==> src/rtl/tone_meter.sv <==
// Zero-crossing tone meter: measures period (in samples) and peak/trough per cycle.
// Optional amplitude trackers are built only when TONE_METER_AMP_EN is defined.
module tone_meter #(
  parameter int HYST     = 1024,
  parameter int PERIOD_W = 16
) (
  input  logic                       clk,
  input  logic                       rst_n,
  input  logic                       en,
  input  logic signed [15:0]         din,
  output logic [PERIOD_W-1:0]        period,
  output logic signed [15:0]         peak,
  output logic signed [15:0]         trough,
  output logic                       valid,
  output logic                       ovf
);

  localparam int DATA_W = 16;
  localparam logic signed [DATA_W-1:0] HI   = DATA_W'(HYST);
  localparam logic signed [DATA_W-1:0] LO   = -HI;
  localparam logic signed [DATA_W-1:0] MAXV = {1'b0, {(DATA_W-1){1'b1}}};
  localparam logic signed [DATA_W-1:0] MINV = {1'b1, {(DATA_W-1){1'b0}}};

  typedef enum logic [1:0] {SYNC, NEG, POS} state_t;

  state_t              state, state_nxt;
  logic                armed;
  logic [PERIOD_W-1:0] cnt;
  logic                at_hi, at_lo, rise;

  function automatic logic [PERIOD_W-1:0] sat_inc(input logic [PERIOD_W-1:0] v);
    return (&v) ? v : v + PERIOD_W'(1);
  endfunction

  assign at_hi = (din >= HI);
  assign at_lo = (din <= LO);

  always_comb begin
    state_nxt = state;
    rise      = 1'b0;
    if (en) begin
      case (state)
        SYNC: begin
          if (at_lo)      state_nxt = NEG;
          else if (at_hi) state_nxt = POS;
        end
        NEG: begin
          if (at_hi) begin
            rise      = 1'b1;
            state_nxt = POS;
          end
        end
        POS: begin
          if (at_lo) state_nxt = NEG;
        end
        default: state_nxt = SYNC;
      endcase
    end
  end

  // Control: state, arming, sample counter and the period/ovf result registers.
  always_ff @(posedge clk) begin
    if (!rst_n) begin
      state  <= SYNC;
      armed  <= 1'b0;
      cnt    <= '0;
      period <= '0;
      ovf    <= 1'b0;
      valid  <= 1'b0;
    end else begin
      state <= state_nxt;
      valid <= 1'b0;
      if (en) begin
        if (rise) begin
          cnt   <= '0;
          armed <= 1'b1;
          if (armed) begin
            period <= sat_inc(cnt);
            ovf    <= &cnt;
            valid  <= 1'b1;
          end
        end else begin
          cnt <= sat_inc(cnt);
        end
      end
    end
  end

`ifdef TONE_METER_AMP_EN
  logic signed [DATA_W-1:0] mx, mn;

  function automatic logic signed [DATA_W-1:0] smax(input logic signed [DATA_W-1:0] a,
                                                    input logic signed [DATA_W-1:0] b);
    return (a > b) ? a : b;
  endfunction

  function automatic logic signed [DATA_W-1:0] smin(input logic signed [DATA_W-1:0] a,
                                                    input logic signed [DATA_W-1:0] b);
    return (a < b) ? a : b;
  endfunction

  // Trackers include the event sample, then restart from the extreme opposite values.
  always_ff @(posedge clk) begin
    if (!rst_n) begin
      mx     <= MINV;
      mn     <= MAXV;
      peak   <= '0;
      trough <= '0;
    end else if (en) begin
      if (rise) begin
        mx <= MINV;
        mn <= MAXV;
        if (armed) begin
          peak   <= smax(mx, din);
          trough <= smin(mn, din);
        end
      end else begin
        mx <= smax(mx, din);
        mn <= smin(mn, din);
      end
    end
  end
`else
  assign peak   = '0;
  assign trough = '0;
`endif

endmodule

==> config.mk <==
export PLATFORM = sky130hd
export DESIGN_NAME = tone_meter
export DESIGN_NICKNAME = d
export VERILOG_FILES = /design/src/rtl/tone_meter.sv
export SDC_FILE = /design/constraint.sdc
export NUM_CORES = 1
export LEC_CHECK = 0
export ABC_AREA = 1
export CORE_MARGIN = 2
export CORE_UTILIZATION = 25
export CTS_CLUSTER_SIZE = 20
export DETAILED_ROUTE_END_ITERATION = 8
export GPL_TIMING_DRIVEN = 0
export PLACE_DENSITY = 0.58
export SETUP_SLACK_MARGIN = 0.02
export SYNTH_ARGS = -nofsm -noshare
export SYNTH_HDL_FRONTEND = slang
export SYNTH_SLANG_ARGS = --single-unit
==> constraint.sdc <==
create_clock -name clk -period 1.5 [get_ports clk]
set_clock_uncertainty 0.05 [all_clocks]
set_input_delay 0.3 -clock clk [delete_from_list [all_inputs] [get_ports clk]]
set_output_delay 0.3 -clock clk [all_outputs]
set_load 0.005 [all_outputs]
**Yosys cells after proc, flatten, opt, wreduce, memory -nomap -nowiden**

Index checks and enable logic that the tools add are counted.

- Add/sub/neg operators: 1
- $lt $le $gt $ge: 2
- Equality and inequality tests: 3
- Muxes and demuxes: 10
- Reductions and logical operators: 6

Operators by type and width:

| cell | number |
|---|---|
| two-way mux 16 bit | 2 |
| adder 16 x 1 -> 16 bit, second input constant | 1 |
| greater-or-equal comparator 16 x 12 -> 1 bit, second input constant | 1 |
| less-or-equal comparator 16 x 11 -> 1 bit, second input constant | 1 |
| AND reduction 16 bit | 1 |
| two-way mux 2 bit | 3 |
| one-hot mux 2 bit (3 select lines) | 1 |
| AND reduction 3 bit | 2 |
| two-way mux 1 bit | 4 |
| AND reduction 2 bit | 2 |
| equality test 2 x 1 -> 1 bit, second input constant | 1 |
| equality test 2 bit, second input constant | 1 |
| zero test 2 bit | 1 |
| inequality test 2 bit, second input constant | 1 |

- Register bits after elaboration: 37
- Input port bits: 19
- Output and inout port bits: 50
- Logic and storage cells: 28

**Depth between registers and ports, before layout**

Gate-level depths: netlist of run 1.

- Word-level depth: 5
- Depth in mapped cells: 11
- Gate-level depth less buffers: 11

**Worst setup path after synthesis of run 1**

Ideal clock, no wire load.

- Path kind: register to register
- From: register cnt[0]
- To: register cnt[6]
- Setup time: 69 ps
- Arrival time: 1312 ps
- Required time: 1381 ps
- Slack: 69 ps
- Stages on the path, launching flop included: 9
- Path buffers: 1
- Clock period less this slack: 1431 ps
- Path through: dfxtp_1 -> ha_1 -> nand2_2 -> nor2_4 -> nand4_4 -> buf_6 -> nand2_2 -> nand2_2 -> a21oi_2

- Longest elaborated chain between the ends: 3
- Elaborated cells between the ends (all ways): 4
- Classes of those cells: add/sub (1); mux (2); reduce/logical (1)

RTL lines:

| what | line | RTL |
|---|---|---|
| start: declaration | 28 | `logic [PERIOD_W-1:0] cnt;` |
| start signal: assignment | 83 | `cnt <= sat_inc(cnt);` |
| adder 16 x 1 -> 16 bit / AND reduction 16 bit (equally long branches) | 32 | `return (&v) ? v : v + PERIOD_W'(1);` |
| two-way mux 16 bit * | 32 |  |
| two-way mux 16 bit * | 74 | `if (rise) begin` |

Every way passes the cells marked *; elsewhere a longest branch is shown, timed or not.
A chain may end at the register's enable or synchronous reset.

**Worst setup path in the final report of run 1**

- From: register cnt[0]
- To: register cnt[0]

The elaborated chain is that of the path after synthesis.

==> impl_metrics.toml, run 1 <==
[run_status]
status = "finished, violations left"
violations = "setup timing"

[synth]
synth_top_area_share = 0.326
seq_area_frac_synth = 0.326
yosysWarnings = 0
yosys-top-cells-count = "nand2_1 (87), nor2_1 (48), dfxtp_1 (37)"
synth.most_common_cell = "nand2_1"
synthFlopType = "dfxtp_1"
synth_area_leaders = "dfxtp_1 (33%), nand2_1 (14%), buf_4 (11%)"
synth_top_cell_by_area = "dfxtp_1"
syn_inst = 334
syn_area_sq_um = 2270
synth.avg_cell_area_sq_um = 6.80
synth-seq-cells = 37
async_flop_share = 0
synth_enable_flop_cells = 0
synth.distinct_cells = 28

[pwr]
power_mw = 2.07
combPwrFrac = 0.133
pwr-share-seq = 0.483
power_frac_clock = 0.385
p_int_mw = 1.55
power_leakage_nw = 1.82
ir_drop_mv = 0.346
power.density_nw_per_um2 = 588
swShare = 0.255
switchingPower_mw = 0.528

[final_layout]
syn2layout_area_growth_pct = 55.4
utilization = 0.402
layout.nets = 443
drive_gt1_frac = 0.392
antenna_cells = 0
fill_cells = 903
postLayoutCellArea_sq_um = 3530

[clock_tree]
cts_tree = "built"
htreeDepth = 2
clkSinkCount = 37
cts_inserted_buffers = 5
holdBufCountCts = 0
cts.path.max_buffers = 2
clkLatencyLatePin_ns = 0.30
cts-root-buf = "clkbuf_8"
clk_pin_slew_ns = 0.08

[grt]
grt_overflow = 0
antenna_found_initial = 0
grt_max_degree = 12
grt_pass1_vias = 2149
grtUsageTotal = 0.116
grt_first_pass_wirelength_mm = 9.43

[sta]
rsz0062_at_grt = "yes"
slew_violations = 0
hold_ws_ns = 0.450
setup_viol = 4
period_share = 1.03
worst_slack_ns = -0.0449
fmax_ghz = 0.647
hold_viol = 0
fin_crit_ns = 1.54

[detailed_routing]
drt_iter0_drc = 72
drt_wl_total_mm = 6.07
via_per_inst = 4.21
drtAntennaViolNets = 0
drc = 0
routedWlPerCell_um = 11.4
dr.pass1.iters = 4
via_count = 2241

[floorplan]
dieArea_sq_um = 9860
num_rows = 34
die_h_um = 99.3
die_width_um = 99.3
ios = 69
core_area_sq_um = 8760
start_util = 0.259

[place]
dp_hpwl_mm = 4.08
port_buffers = 36
gp_congestion = 0.810
dpl_cell_area_sq_um = 2880

[flow_run]
drv_cap = 0

[setup_path]
critical_path_class = "flop to flop"
required_ns = 1.67
start_kind = "flop"
arrival_ns = 1.71
endpoint_kind = "flop"
cp_max_fo = 5

[min_path]
hold_class = "flop to flop"
## state kept, by name, indices dropped and copies added, names as in the netlist
signal	flops
valid	1
state	2
cnt	16
armed	1
ovf	1
period	16
## cells by family after synthesis
logic type | after synthesis | synth area share
adder cells (fa/ha/maj) | 1 | 0.00551
AND/OR/NAND/NOR | 168 | 0.328
buffers and inverters | 73 | 0.187
flip-flops | 37 | 0.326
XOR/XNOR | 7 | 0.0270
AO/OA/AOI/OAI | 47 | 0.125
other | 1 | 0.00165
## metrics by stage
step | setup WS, ns | cells | TNS, ns
after floorplan | 0.0686 | 365 | 0
after CTS | -0.0391 | 528 | -0.195
after global routing | -0.143 | 532 | -1.84
after detailed placement | -0.569 | 509 | -14.97
final | -0.0449 | 532 | -0.0656
after global placement | -0.525 | 509 | -14.13
## layout by cell type, fill, tap and decap left out, types with 7 or more instances in the layout
cell | Yosys | final
dlygate4sd2_1 | 0 | 9
buf_4 | 34 | 41
dfxtp_1 | 37 | 16
conb_1 | 1 | 32
nand2_2 | 11 | 15
clkbuf_8 | 0 | 7
nor2_2 | 1 | 10
inv_1 | 28 | 25
dlymetal6s2s_1 | 0 | 16
o21ai_0 | 17 | 15
nand3_1 | 12 | 7
buf_6 | 3 | 7
nor2_1 | 48 | 35
nand2_1 | 87 | 69
nand2_4 | 0 | 12
clkdlybuf4s50_1 | 0 | 11
a21oi_2 | 10 | 15
nor2_4 | 4 | 8
a21oi_1 | 15 | 10
dfxtp_2 | 0 | 19
## layout make-up
type	count	area, sq um	area share
Multi-Input combinational cell	255	1510	0.429
Sequential cell	37	772	0.219
Timing Repair Buffer	51	559	0.159
Buffer	41	319	0.0905
Tap cell	108	135	0.0383
Inverter	32	128	0.0362
Clock buffer	7	96.3	0.0273
Clock inverter	1	5.00	0.00142
## worst max-delay path, cell delays in order, from the launching register on
cell	delay, ns
dfxtp_4	0.37
ha_4	0.15
nand2_4	0.05
nor2_4	0.14
nand4_4	0.19
buf_6	0.19
nand2_4	0.06
nand3_2	0.10
a21oi_2	0.16
## layer usage
| metal | global-route usage | vias to the layer above | part of all wire |
|---|---|---|---|
| met5 | 0 | - | 0 |
| met4 | 0.0327 | 0 | 0.011 |
| met3 | 0.0253 | 10 | 0.039 |
| met2 | 0.208 | 40 | 0.53 |
| met1 | 0.138 | 1041 | 0.42 |
| li1 | - | 1150 | - |
## power by group through the flow
stage	registers [mW]	logic, mW	clock network [mW]
global placement	1.02	0.233	0
floorplan	1.02	0.159	0
finish	1.00	0.275	0.798
CTS	0.999	0.247	0.807
detailed placement	1.02	0.236	0
global route	1.00	0.303	0.842
## final timing paths
path                             start              endpoint  slack [ns]  cells past startpoint
hold / removal    cnt[13]$_SDFFE_PN0P_  cnt[13]$_SDFFE_PN0P_        0.45                      2
setup / recovery   cnt[0]$_SDFFE_PN0P_   cnt[0]$_SDFFE_PN0P_       -0.04                      8
hold reg to reg   cnt[13]$_SDFFE_PN0P_  cnt[13]$_SDFFE_PN0P_        0.45                      2
setup reg to reg   cnt[0]$_SDFFE_PN0P_   cnt[0]$_SDFFE_PN0P_       -0.04                      8
## repair_timing
| action | 4_1_cts | 5_1_grt |
|---|---|---|
| gates cloned | 2 | 1 |
| buffers inserted | 9 | 3 |
| setup endpoints to repair | 45 | 48 |
| gates resized for setup | 43 | 101 |
| pin swaps | 8 | 35 |
No activity file was read; power rests on OpenSTA's default activity.
==> run 2: changes to the inputs <==
--- a/config.mk
+++ b/config.mk
@@ -12,6 +12,7 @@
 export DETAILED_ROUTE_END_ITERATION = 8
 export GPL_TIMING_DRIVEN = 0
 export PLACE_DENSITY = 0.58
+export RECOVER_POWER = 100
 export SETUP_SLACK_MARGIN = 0.02
 export SYNTH_ARGS = -nofsm -noshare
 export SYNTH_HDL_FRONTEND = slang
==> run 2 against run 1 <==
The flow still finishes with violations (setup timing). First-iteration DRC count stayed put. Total power is essentially flat. Register-to-register slack is essentially flat. Wire length unchanged. Critical path depth unchanged. Via count about the same. Flip-flop and latch count is the same. Sequential share of layout area about the same. Cell area is 0.14% lower. Combinational power barely moved. Critical path type unchanged. Largest power group unchanged.
==> impl_metrics.toml, run 2 (synthesis gave the netlist of run 1 again) <==
[clock_tree]
cts-root-buf = "clkbuf_8"
clkSinkCount = 37
htreeDepth = 2
cts.path.max_buffers = 2
cts_inserted_buffers = 5
cts_tree = "built"
clk_pin_slew_ns = 0.08
clkLatencyLatePin_ns = 0.30

[sta]
worst_slack_ns = -0.0449
fmax_ghz = 0.647
tns_ns = -0.0655
hold_viol = 0
slew_violations = 0
rsz0062_at_grt = "yes"
setup_viol = 4
fin_crit_ns = 1.54
period_share = 1.03

[min_path]
worstHoldPathCells = 2
hold_class = "flop to flop"
worstHoldStart = "cnt[13]$_SDFFE_PN0P_"
hold-path-endpoint = "cnt[13]$_SDFFE_PN0P_"

[flow_run]
drv_cap = 0

[final_layout]
final_common_cell = "nand2_1"
instances_no_fill = 532
drive_gt1_frac = 0.392
syn2layout_area_growth_pct = 55.2
layout.nets = 443
final_cell_mix = "nand2_1 (69), buf_4 (41), nor2_1 (35)"
postLayoutCellArea_sq_um = 3520
largestRegisters = "cnt x16, period x16, state x2"
antenna_cells = 0

[detailed_routing]
dr.pass1.iters = 4
routedWlPerCell_um = 11.4
drt_iter0_drc = 72
drt_wl_total_mm = 6.07
via_per_inst = 4.21
drtAntennaViolNets = 0
via_count = 2242
drc = 0

[run_status]
status = "finished, violations left"
violations = "setup timing"

[setup_path]
worst_path_max_delay_cell = "dfxtp_4"
worstSetupStartpoint = "cnt[0]$_SDFFE_PN0P_"
r2r_end = "cnt[0]$_SDFFE_PN0P_"
cp.depth = 8
critical_path.top_delay_family = "simple AND/OR/NAND/NOR gates"
crit_top_cell = "nand2_4"
reg2reg_depth = 8
endpoint_kind = "flop"
start_kind = "flop"
critical_path_class = "flop to flop"
r2r_setup_slack_ns = -0.04
reg2reg_from = "cnt[0]$_SDFFE_PN0P_"
cp_max_fo = 5
worst_path_largest_cell_delay_ns = 0.37
required_ns = 1.67
critPathBufInv = 1
crit_chain = "ha_4 > nand2_4 > nor2_4 > nand4_4 > buf_6 > nand2_4 > nand3_2 > a21oi_2"
arrival_ns = 1.71

[grt]
met2_usage = 0.208
grtUsageTotal = 0.116
grt_first_pass_wirelength_mm = 9.43
grt_max_degree = 12
grt_pass1_vias = 2149
grt_overflow = 0
antenna_found_initial = 0
grtUsageMet1 = 0.138
grtUsageMet3 = 0.0253
busiest_layer = "met2"

[place]
placed_cells = 509
gp_congestion = 0.810
dpl_cell_area_sq_um = 2880
dp_hpwl_mm = 4.08
port_buffers = 36
place_ws_ns = -0.569

[pwr]
power_leakage_nw = 1.78
power_mw = 2.07
power.density_nw_per_um2 = 589
ir_drop_mv = 0.346

[floorplan]
ios = 69
dieArea_sq_um = 9860
start_util = 0.259
num_rows = 34
die_width_um = 99.3
die_h_um = 99.3
core_area_sq_um = 8760
==> run 2: cell types whose count changed in the layout (fill, tap and decap cells not counted) <==
cell | before | now
clkdlybuf4s25_1 | 0 | 2
dlymetal6s2s_1 | 16 | 14
==> run 2: where the power goes <==
group          leakage [nW]  internal [mW]  switching, mW  total, mW
Combinational          1.42          0.139          0.136      0.275
Clock                0.0542          0.416          0.382      0.798
Sequential            0.310          0.991        0.00993       1.00
==> run 2: through the flow <==
stage,utilization,hold WS [ns]
6_report,0.402,0.450
5_1_grt,0.402,0.471
4_1_cts,0.361,0.451
3_5_place_dp,0.329,0.434
3_3_place_gp,0.329,0.412
2_1_floorplan,-,0.386
==> run 2: worst reg2reg max path: stages, from the launching register on <==
cell and delay [ns]:
dfxtp_4 0.37, ha_4 0.15, nand2_4 0.05, nor2_4 0.14, nand4_4 0.19, buf_6 0.19, nand2_4 0.06, nand3_2 0.10
a21oi_2 0.16
==> run 2: per-layer routing <==
layer,part of all wire,vias up
met1,0.42,1040
met2,0.53,42
met5,0,-
li1,-,1150
met4,0.011,0
met3,0.041,10
==> run 2: how the worst max path moves through the flow <==
stage | end | slack (ns)
after floorplan | cnt[6]$_SDFFE_PN0P_ | 0.07
after global placement | period[13]$_SDFFE_PN0P_ | -0.53
final | cnt[0]$_SDFFE_PN0P_ | -0.04
after detailed placement | period[13]$_SDFFE_PN0P_ | -0.57
after global routing | cnt[0]$_SDFFE_PN0P_ | -0.14
after CTS | cnt[10]$_SDFFE_PN0P_ | -0.04
==> run 2: timing repair <==
| action | 4_1_cts | 5_1_grt |
|---|---|---|
| setup endpoints to repair | 45 | 48 |
| resized for setup | 43 | 101 |
| pin swaps | 8 | 35 |
| endpoints found under the hold margin | 0 | 0 |
| buffers inserted | 9 | 3 |
| hold buffers | 0 | 0 |
| gates cloned | 2 | 1 |
==> run 2: layout make-up <==
class	instances	area (sq um)
plain buffers	41	319
clock buffers	7	96.3
clock inverters	1	5.00
multi-input cells	255	1510
inverters	32	128
fillers	903	5240
well taps	108	135
repair buffers	51	554
flip-flops and latches	37	772
